File: src/rtl/arm_pkg.sv
// Shared definitions for the LDM/STM block-transfer sequencer.
package arm_pkg;

  localparam int WORD_BYTES = 4;
  localparam int NUM_REGS   = 16;

  // Sequencer states; exported on the debug port so checkers can follow the walk.
  typedef enum logic [2:0] {
    S_IDLE  = 3'd0,
    S_XFER  = 3'd1,
    S_LATCH = 3'd2,
    S_WB    = 3'd3,
    S_DONE  = 3'd4
  } state_e;

  // Addressing mode, encoded as {pre, up}.
  typedef enum logic [1:0] {
    AM_DA = 2'b00,
    AM_IA = 2'b01,
    AM_DB = 2'b10,
    AM_IB = 2'b11
  } am_e;

endpackage

File: src/rtl/ldm_stm_seq_if.sv
// Memory port and register-bank port of the LDM/STM sequencer.
//
// Memory handshake: the sequencer holds mem_req=1 with mem_addr/mem_we/mem_wdata
// stable until a cycle in which mem_ready=1; that cycle completes the beat, and
// mem_rdata is only meaningful in it. mem_ready while mem_req=0 has no effect.
// Bank write: rb_latch=1 writes rb_wdata to register rb_rd in that single cycle.
interface ldm_stm_seq_if #(
  parameter int DATA_W = 32
);
  logic              mem_req;
  logic              mem_we;
  logic [DATA_W-1:0] mem_addr;
  logic [DATA_W-1:0] mem_wdata;
  logic              mem_ready;
  logic [DATA_W-1:0] mem_rdata;
  logic [3:0]        rb_rsel;
  logic [DATA_W-1:0] rb_rdata;
  logic              rb_latch;
  logic [3:0]        rb_rd;
  logic [DATA_W-1:0] rb_wdata;

  modport master (
    output mem_req, mem_we, mem_addr, mem_wdata, rb_rsel, rb_latch, rb_rd, rb_wdata,
    input  mem_ready, mem_rdata, rb_rdata
  );

  modport slave (
    input  mem_req, mem_we, mem_addr, mem_wdata, rb_rsel, rb_latch, rb_rd, rb_wdata,
    output mem_ready, mem_rdata, rb_rdata
  );
endinterface

File: src/rtl/ldm_stm_seq_prio_enc16.sv
// Lowest-set-bit encoder used to pick the next register from the pending list.
module prio_enc16
  import arm_pkg::*;
(
  input  logic [NUM_REGS-1:0] vec,
  output logic [3:0]          idx,
  output logic                valid
);

  // Scan from the top down so the lowest set bit is the last one written.
  always_comb begin
    idx   = 4'd0;
    valid = 1'b0;
    for (int i = NUM_REGS - 1; i >= 0; i--) begin
      if (vec[i]) begin
        idx   = 4'(i);
        valid = 1'b1;
      end
    end
  end

endmodule

File: src/rtl/ldm_stm_seq.sv
// ARMv4 LDM/STM block-transfer sequencer: walks the register list in ascending
// order, one word per listed register, then optionally writes the base back.
module ldm_stm_seq
  import arm_pkg::*;
#(
  parameter int DATA_W      = 32,
  parameter bit FORCE_ALIGN = 1'b1
) (
  input  logic                clk,
  input  logic                rst,
  input  logic                start,
  input  logic                is_load,
  input  logic [15:0]         reg_list,
  input  logic [3:0]          base_reg,
  input  logic [DATA_W-1:0]   base_addr,
  input  logic                up,
  input  logic                pre,
  input  logic                wback,
  ldm_stm_seq_if.master       bus,
  output logic                busy,
  output logic                done,
  output state_e              dbg_state
);

  state_e            state_q, state_d;
  logic [15:0]       pending_q, pending_d;
  logic [DATA_W-1:0] addr_q, addr_d;
  logic              ld_q;
  logic [3:0]        base_reg_q;
  logic [DATA_W-1:0] new_base_q;
  logic              do_wb_q;
  logic [DATA_W-1:0] rdata_q;

  logic [4:0]        cnt;
  logic [DATA_W-1:0] span;
  logic [DATA_W-1:0] start_addr;
  logic [DATA_W-1:0] new_base;
  logic [3:0]        cur;
  logic              cur_valid;
  logic [15:0]       rest;
  logic              do_wb;

  prio_enc16 u_enc (
    .vec   (pending_q),
    .idx   (cur),
    .valid (cur_valid)
  );

  // Pending list with the register now being transferred removed.
  assign rest = pending_q & ~(16'(1) << cur);

  // Number of listed registers.
  always_comb begin
    cnt = 5'd0;
    for (int i = 0; i < NUM_REGS; i++) begin
      cnt = cnt + 5'(reg_list[i]);
    end
  end

  // Lowest address used and the updated base; decrementing modes start low so
  // the lowest register always lands on the lowest address.
  always_comb begin
    span     = DATA_W'(cnt) * DATA_W'(WORD_BYTES);
    new_base = up ? (base_addr + span) : (base_addr - span);
    case (am_e'({pre, up}))
      AM_IA:   start_addr = base_addr;
      AM_IB:   start_addr = base_addr + DATA_W'(WORD_BYTES);
      AM_DA:   start_addr = base_addr - span + DATA_W'(WORD_BYTES);
      default: start_addr = base_addr - span;
    endcase
    // A loaded base register takes priority over the writeback value.
    do_wb = wback && (reg_list != 16'd0) && !(is_load && reg_list[base_reg]);
  end

  // Next state and all port outputs, decoded from the registered state.
  always_comb begin
    state_d       = state_q;
    pending_d     = pending_q;
    addr_d        = addr_q;
    bus.mem_req   = 1'b0;
    bus.mem_we    = 1'b0;
    bus.mem_addr  = '0;
    bus.mem_wdata = '0;
    bus.rb_rsel   = 4'd0;
    bus.rb_latch  = 1'b0;
    bus.rb_rd     = 4'd0;
    bus.rb_wdata  = '0;
    done          = 1'b0;
    case (state_q)
      S_IDLE: begin
        if (start) begin
          pending_d = reg_list;
          addr_d    = start_addr;
          state_d   = (reg_list == 16'd0) ? S_DONE : S_XFER;
        end
      end
      S_XFER: begin
        bus.mem_req  = cur_valid;
        bus.mem_we   = !ld_q;
        bus.mem_addr = FORCE_ALIGN ? {addr_q[DATA_W-1:2], 2'b00} : addr_q;
        bus.rb_rsel  = cur;
        bus.mem_wdata = ld_q ? '0 : bus.rb_rdata;
        if (bus.mem_ready) begin
          addr_d = addr_q + DATA_W'(WORD_BYTES);
          if (ld_q) begin
            state_d = S_LATCH;
          end else begin
            pending_d = rest;
            state_d   = (rest != 16'd0) ? S_XFER : (do_wb_q ? S_WB : S_DONE);
          end
        end
      end
      S_LATCH: begin
        bus.rb_latch = 1'b1;
        bus.rb_rd    = cur;
        bus.rb_wdata = rdata_q;
        pending_d    = rest;
        state_d      = (rest != 16'd0) ? S_XFER : (do_wb_q ? S_WB : S_DONE);
      end
      S_WB: begin
        bus.rb_latch = 1'b1;
        bus.rb_rd    = base_reg_q;
        bus.rb_wdata = new_base_q;
        state_d      = S_DONE;
      end
      S_DONE: begin
        done    = 1'b1;
        state_d = S_IDLE;
      end
      default: state_d = S_IDLE;
    endcase
  end

  assign busy      = (state_q == S_XFER) || (state_q == S_LATCH) || (state_q == S_WB);
  assign dbg_state = state_q;

  // State register plus operands captured at launch and load data per beat.
  always_ff @(posedge clk) begin
    if (rst) begin
      state_q    <= S_IDLE;
      pending_q  <= 16'd0;
      addr_q     <= '0;
      ld_q       <= 1'b0;
      base_reg_q <= 4'd0;
      new_base_q <= '0;
      do_wb_q    <= 1'b0;
      rdata_q    <= '0;
    end else begin
      state_q   <= state_d;
      pending_q <= pending_d;
      addr_q    <= addr_d;
      if (state_q == S_IDLE && start) begin
        ld_q       <= is_load;
        base_reg_q <= base_reg;
        new_base_q <= new_base;
        do_wb_q    <= do_wb;
      end
      if (state_q == S_XFER && bus.mem_ready && ld_q) begin
        rdata_q <= bus.mem_rdata;
      end
    end
  end

endmodule
File: src/flat_wrapper.sv
// flat-port wrapper written by rule: the top's interface ports become plain ports
module ldm_stm_seq_flat import arm_pkg::*;
#(
  parameter int DATA_W      = 32,
  parameter bit FORCE_ALIGN = 1'b1
)
  (clk, rst, start, is_load, reg_list, base_reg, base_addr, up, pre, wback, busy, done, dbg_state, bus_mem_req, bus_mem_we, bus_mem_addr, bus_mem_wdata, bus_rb_rsel, bus_rb_latch, bus_rb_rd, bus_rb_wdata, bus_mem_ready, bus_mem_rdata, bus_rb_rdata);
  ldm_stm_seq_if #(.DATA_W(DATA_W)) bus_i ();
  input  logic clk;
  input  logic rst;
  input  logic start;
  input  logic is_load;
  input  logic [15:0] reg_list;
  input  logic [3:0] base_reg;
  input  logic [DATA_W-1:0] base_addr;
  input  logic up;
  input  logic pre;
  input  logic wback;
  output logic busy;
  output logic done;
  output state_e dbg_state;
  output wire logic [$bits(bus_i.mem_req)-1:0] bus_mem_req;
  output wire logic [$bits(bus_i.mem_we)-1:0] bus_mem_we;
  output wire logic [$bits(bus_i.mem_addr)-1:0] bus_mem_addr;
  output wire logic [$bits(bus_i.mem_wdata)-1:0] bus_mem_wdata;
  output wire logic [$bits(bus_i.rb_rsel)-1:0] bus_rb_rsel;
  output wire logic [$bits(bus_i.rb_latch)-1:0] bus_rb_latch;
  output wire logic [$bits(bus_i.rb_rd)-1:0] bus_rb_rd;
  output wire logic [$bits(bus_i.rb_wdata)-1:0] bus_rb_wdata;
  input wire logic [$bits(bus_i.mem_ready)-1:0] bus_mem_ready;
  input wire logic [$bits(bus_i.mem_rdata)-1:0] bus_mem_rdata;
  input wire logic [$bits(bus_i.rb_rdata)-1:0] bus_rb_rdata;
  assign bus_mem_req = bus_i.mem_req;
  assign bus_mem_we = bus_i.mem_we;
  assign bus_mem_addr = bus_i.mem_addr;
  assign bus_mem_wdata = bus_i.mem_wdata;
  assign bus_rb_rsel = bus_i.rb_rsel;
  assign bus_rb_latch = bus_i.rb_latch;
  assign bus_rb_rd = bus_i.rb_rd;
  assign bus_rb_wdata = bus_i.rb_wdata;
  assign bus_i.mem_ready = bus_mem_ready;
  assign bus_i.mem_rdata = bus_mem_rdata;
  assign bus_i.rb_rdata = bus_rb_rdata;
  ldm_stm_seq #(.DATA_W(DATA_W), .FORCE_ALIGN(FORCE_ALIGN)) u_core (.clk(clk), .rst(rst), .start(start), .is_load(is_load), .reg_list(reg_list), .base_reg(base_reg), .base_addr(base_addr), .up(up), .pre(pre), .wback(wback), .bus(bus_i), .busy(busy), .done(done), .dbg_state(dbg_state));
endmodule
File: config.mk
export PLATFORM = sky130hd
export DESIGN_NAME = ldm_stm_seq_flat
export DESIGN_NICKNAME = d
export VERILOG_FILES = /design/src/rtl/arm_pkg.sv /design/src/rtl/ldm_stm_seq_if.sv /design/src/rtl/ldm_stm_seq_prio_enc16.sv /design/src/rtl/ldm_stm_seq.sv /design/src/flat_wrapper.sv
export SDC_FILE = /design/constraint.sdc
export NUM_CORES = 1
export LEC_CHECK = 0
export BUFFER_PORTS_ARGS = -buffer_cell sky130_fd_sc_hd__buf_2
export CORE_MARGIN = 2
export CORE_UTILIZATION = 40
export DETAILED_ROUTE_END_ITERATION = 6
export PLACE_DENSITY = 0.74
export SYNTH_ARGS = -nofsm -noshare
export SYNTH_HDL_FRONTEND = slang
export SYNTH_HIERARCHICAL = 1
export SYNTH_SLANG_ARGS = --single-unit
File: constraint.sdc
create_clock -name clk -period 8.1 [get_ports clk]
set_input_delay 0.405 -clock clk [delete_from_list [all_inputs] [get_ports clk]]
set_output_delay 0.405 -clock clk [all_outputs]
set_load 0.02 [all_outputs]
# After elaboration in Yosys (flattened, before gate mapping)
# Index checks and enable logic that the tools add are counted.
# W data, S select, Z words.
[word_totals] reg_bits=121 in_bits=124 out_inout_bits=112 word_cells=122
[classes] n_addsub=20 n_lt_le_gt_ge=1 eq_ne=9 shifts=1 mux=60 bitwise=2 reduce_logical=21
[ops] op="$mux W32" count=6
[ops] op="$pmux W32 S2" count=2
[ops] op="$add A32 B3 Y32 const B" count=3
[ops] op="$pmux W32 S3" count=1
[ops] op="$add A5 B1 Y5" count=14
[ops] op="$mux W4" count=17
[ops] op="$mux W16" count=3
[ops] op="$pmux W16 S3" count=1
[ops] op="$add A32 B7 Y32" count=1
[ops] op="$reduce_bool A16 Y1" count=2
[ops] op="$sub A32 B7 Y32" count=1
[ops] op="$mux W1" count=21
[ops] op="$mux W3" count=6
[ops] op="$and A16 B16 Y16" count=1
[ops] op="$logic_not A16 Y1" count=1
[ops] op="$not A16 Y16" count=1
[ops] op="$shl A1 B4 Y16 const A" count=1
[ops] op="$pmux W3 S4" count=1
[ops] op="$pmux W4 S2" count=1
[ops] op="$eq A3 B2 Y1 const B" count=2
[ops] op="$logic_and A1 B1 Y1" count=6
[ops] op="$ne A2 B2 Y1 const B" count=3
[ops] op="$lt A4 B5 Y1 const B" count=1
[ops] op="$bmux W1 S4" count=1
[ops] op="15 further kinds" count=17

# Longest topological paths before layout
[logic_depth] depth_word=24 mapped_depth=25 mapped_depth_nobuf=23

# Cells and area by module
# Netlist, hierarchy kept.
[modules_own_cells] module="ldm_stm_seq" n_inst=1 cells_each=1579 area_per_inst_um2=10892.9 seq_area_each_um2=2382.3
[modules_own_cells] module="prio_enc16" n_inst=1 cells_each=33 area_per_inst_um2=178.9 seq_area_each_um2=0.0

# Least setup slack after synthesis
# Ideal clock, no wire load.
[synth_path] path_kind="input -> register" from="input port reg_list[0]" to="register u_core.addr_q[27]" setup_time_ns=0.074 t_arrival_ns=6.570 required_time_ns=8.026 setup_slack_ns=1.456 path_stages=20 n_path_buf=2 cell_sequence="inv_1 fa_1 fa_1 fa_1 fa_1 inv_1 ha_1 fa_1 fa_1 or2_2 a211oi_2 buf_2 o21ai_0 a222oi_1 o2111ai_1 or4_1 buf_2 or4_1 a211o_1 a31oi_1"
[synth_between] elab_chain_cells=20
[synth_rtl] element="start, declared" line_no="flat_wrapper.sv:13" text="input logic [15:0] reg_list;"
[synth_rtl] element="$add A1 B1 Y2 (*)" line_no="ldm_stm_seq.sv:56" text="cnt = cnt + 5'(reg_list[i]);"
[synth_rtl] element="$add A5 B1 Y5 (*) (14 in series)" line_no="ldm_stm_seq.sv:56"
[synth_rtl] element="$sub A32 B7 Y32 (*)" line_no="ldm_stm_seq.sv:68, ldm_stm_seq.sv:69"
[synth_rtl] element="$add A32 B3 Y32" line_no="ldm_stm_seq.sv:68" text="AM_DA: start_addr = base_addr - span + DATA_W'(WORD_BYTES);"
[synth_rtl] element="$pmux W32 S3 (*)" line_no="ldm_stm_seq.sv:65" text="case (am_e'({pre, up}))"
[synth_rtl] element="$mux W32 (*)" line_no="ldm_stm_seq.sv:91" text="if (start) begin"
[synth_rtl] element="$pmux W32 S2 (*)" line_no="ldm_stm_seq.sv:89" text="case (state_q)"
[synth_rtl] element="end signal, assigned" line_no="ldm_stm_seq.sv:151" text="addr_q <= addr_d;"
[synth_rtl] element="end, declared" line_no="ldm_stm_seq.sv:27" text="logic [DATA_W-1:0] addr_q, addr_d;"
# Every way passes the cells marked *; elsewhere a longest branch is shown, timed or not. The select of a mux whose other input is x is not followed.
# A chain may end at the register's enable or synchronous reset.

# Final worst setup path
# Ends and elaborated chain as after synthesis.

==> results_dict.tcl <==
set metrics [dict create \
    p_leak_nw 5.255 \
    cts_tree "done" \
    ios 236 \
    clk_latency_ns 0.43 \
    drc 0 \
    crit_type "in -> reg" \
    ir_worst_vdd_mv 0.1593 \
    postPlaceCellArea_um2 12410 \
    r2r-start "u_core/pending_q[15]$_SDFFE_PP0P_" \
    avgSynthCellArea_um2 6.868 \
    syn_inst 1612 \
    routabilityCongestion 1.006 \
    critical_path_peak_fanout 15 \
    clk_pin_slew_ns 0.07 \
    r2r_end "u_core/dbg_state[0]$_SDFFE_PP0P_" \
    core-area_um2 27100 \
    cts_resized 0 \
    synth-warning-count 6 \
    cp_data_required_time_ns 8.46 \
    htreeDepth 4 \
    final_common_cell "nand2_1" \
    max_freq_ghz 0.1372 \
    startpoint_type "primary input" \
    instances_no_fill 2150 \
    syn-cell-area_um2 11070 \
    ys_ff_latch 119 \
    die_h_um 170.4 \
    row_count 60 \
    layout_common_cells "nand2_1 (243), buf_2 (232), a21oi_1 (172)" \
    start_util 0.4085 \
    ctsHoldBuffers 0 \
    finalSetupTns_ns 0 \
    cts_setup_buffers 0 \
    finalSetupViolCount 0 \
    hold_path.class "in -> reg" \
    hold_end "u_core/rdata_q[25]$_SDFFE_PP0P_" \
    ant_nets 0 \
    grt_antenna_before_repair 6 \
    endpoint_kind "flip-flop" \
    cts.sinks 119 \
    io_buffers 233 \
    synth_edf_count 0 \
    status "completed" \
    r2r_slack_ns 3.99 \
    dpl.hpwl_um 30810 \
    drt_iter0_drc 1359 \
    nFillCells 2744 \
    slew_viol_final 0 \
    yosysSeqAreaShare 0.2152 \
    gr-usage-all-layers 0.2837 \
    pre_cts_ws_ns 0.4317 \
    drt_wl_total_um 42180 \
    worst_ep_arrival_time_ns 7.65 \
    cts-root-buf "clkbuf_16" \
    dr.pass1.iters 6 \
    fin_crit_sh 0.8998 \
    rsz0062_at_grt "no" \
    relSlewSlack 0.2185 \
    synth-main-ff-cell "dfxtp_1" \
    multiInputGateArea_um2 8006 \
    drive_above_1_share 0.1815 \
    grt_first_pass_wirelength_um 65000 \
    num_vias 12960 \
    hold_viol 0 \
    fin_ws_ns 0.8118 \
    grt_start_max_net_pins 73 \
    synth_cell_types 84 \
    viasPerCell 6.028 \
    grt_pass1_vias 11840 \
    p_per_area_nw_per_um2 225.2 \
    finalInstanceArea_um2 13060 \
    die_x_um 170.4 \
    avgRoutedWirePerCell_um 19.62 \
    post-route-min-period_ns 7.288 \
    max_slew.worst_pin.slew_ns 1.162 \
    hp-start "bus_mem_rdata[25]" \
    clk_path_buf_depth 2 \
    async_flop_share 0 \
    cap_violations 0 \
    grt_overflow_total 0 \
    clock_skew_ns 0.01809 \
    tritoncts.num_buffers 17 \
    finalNetCount 1919 \
    area_growth_pct 17.97 \
    dieArea_um2 29030 \
    regArea_um2 2386 \
    dp.cells 2114 \
    reg2reg_depth 14 \
    hold_depth 3 \
]
-- per-stage QoR --
| step | hold WS [ns] | utilization | power [mW] |
|---|---|---|---|
| after detailed placement | 0.4447 | 0.4579 | 2.066 |
| after CTS | 0.2074 | 0.4816 | 2.923 |
| after global routing | 0.2096 | 0.4819 | 3.116 |
| after global placement | 0.4419 | 0.4579 | 2.056 |
| final | 0.2140 | 0.4819 | 2.941 |
| after floorplan | 0.4315 | - | 1.681 |
-- worst max-delay path, stage by stage --
cell	delay, ns
buf_2	0.10
inv_1	0.07
fa_1	0.59
fa_1	0.47
fa_1	0.53
fa_1	0.50
inv_1	0.05
ha_1	0.20
fa_1	0.55
fa_1	0.50
or2_2	0.34
a211oi_2	0.81
o21ai_0	0.27
a222oi_1	0.49
o2111ai_1	0.25
or4_1	0.58
or4_1	0.51
a211o_1	0.30
a31oi_1	0.12
-- layer usage --
metal / track usage / wire length (um)
met1: 0.3653 / 17390
met2: 0.4668 / 19730
met3: 0.06023 / 3787
met4: 0.1041 / 1245
met5: 0 / 23
-- cells by family after synthesis --
kind of cell,synth area share
mux,0.05006
xor+xnor,0.06645
fa+ha+maj,0.04656
simple gates,0.3278
other cells,0.0003387
compound gates,0.2297
buf+inv,0.06385
flops,0.2152
-- flip-flops by register name, indices dropped and copies added, names as in the netlist --
register	cells
u_core/addr_q	30
u_core/base_reg_q	4
u_core/dbg_state	3
u_core/do_wb_q	1
u_core/ld_q	1
u_core/new_base_q	32
u_core/pending_q	16
u_core/rdata_q	32
-- layout make-up --
| cell class | instances | share of cell area |
|---|---|---|
| sequential | 119 | 0.1827 |
| timing repair buffer | 258 | 0.1038 |
| clock inverter | 14 | 0.01629 |
| antenna | 4 | 0.0007664 |
| multi-input combinational | 1313 | 0.6130 |
| inverter | 52 | 0.01494 |
| clock buffer | 18 | 0.03286 |
| tap | 372 | 0.03564 |
-- report_power, final --
group | total, mW | internal (mW) | switching (mW)
Clock | 0.847 | 0.525 | 0.323
Sequential | 0.705 | 0.642 | 0.0630
Combinational | 1.39 | 0.498 | 0.891
-- synth_stat cells (9+ instances only) --
master | number | area [um^2]
nand2_1 | 244 | 915.9
a21oi_1 | 172 | 860.8
nor2_1 | 151 | 566.8
dfxtp_1 | 119 | 2382
clkbuf_1 | 108 | 405.4
o21ai_0 | 85 | 425.4
and3_1 | 57 | 356.6
inv_1 | 51 | 191.4
xnor2_1 | 51 | 446.7
nor3_1 | 45 | 225.2
mux2i_1 | 43 | 430.4
and2_1 | 42 | 262.8
nand3_1 | 36 | 180.2
xor2_1 | 33 | 289.0
ha_1 | 22 | 275.3
nor4_1 | 22 | 137.6
a211oi_1 | 20 | 150.1
nand4_1 | 20 | 125.1
nor2b_1 | 18 | 112.6
or3_1 | 18 | 112.6
or4_1 | 18 | 135.1
a31oi_1 | 16 | 100.1
o22ai_1 | 14 | 87.58
fa_1 | 12 | 240.2
a21o_1 | 11 | 82.58
buf_1 | 10 | 37.54
o211ai_1 | 10 | 75.07
nand2b_1 | 9 | 56.30
o31ai_1 | 9 | 67.56
-- how the worst max path moves through the flow --
stage | start | to | slack (ns) | depth (start not counted)
3_5_place_dp | reg_list[0] | u_core/addr_q[27]$_SDFFE_PP0P_ | 0.43 | 19
5_1_grt | reg_list[0] | u_core/addr_q[27]$_SDFFE_PP0P_ | 0.52 | 19
6_report | reg_list[0] | u_core/addr_q[27]$_SDFFE_PP0P_ | 0.81 | 19
3_3_place_gp | reg_list[1] | u_core/addr_q[27]$_SDFFE_PP0P_ | 0.63 | 19
4_1_cts | reg_list[0] | u_core/addr_q[27]$_SDFFE_PP0P_ | 0.86 | 19
2_1_floorplan | reg_list[0] | u_core/addr_q[27]$_SDFFE_PP0P_ | 1.46 | 20
Power figures use the tool's default switching activity.
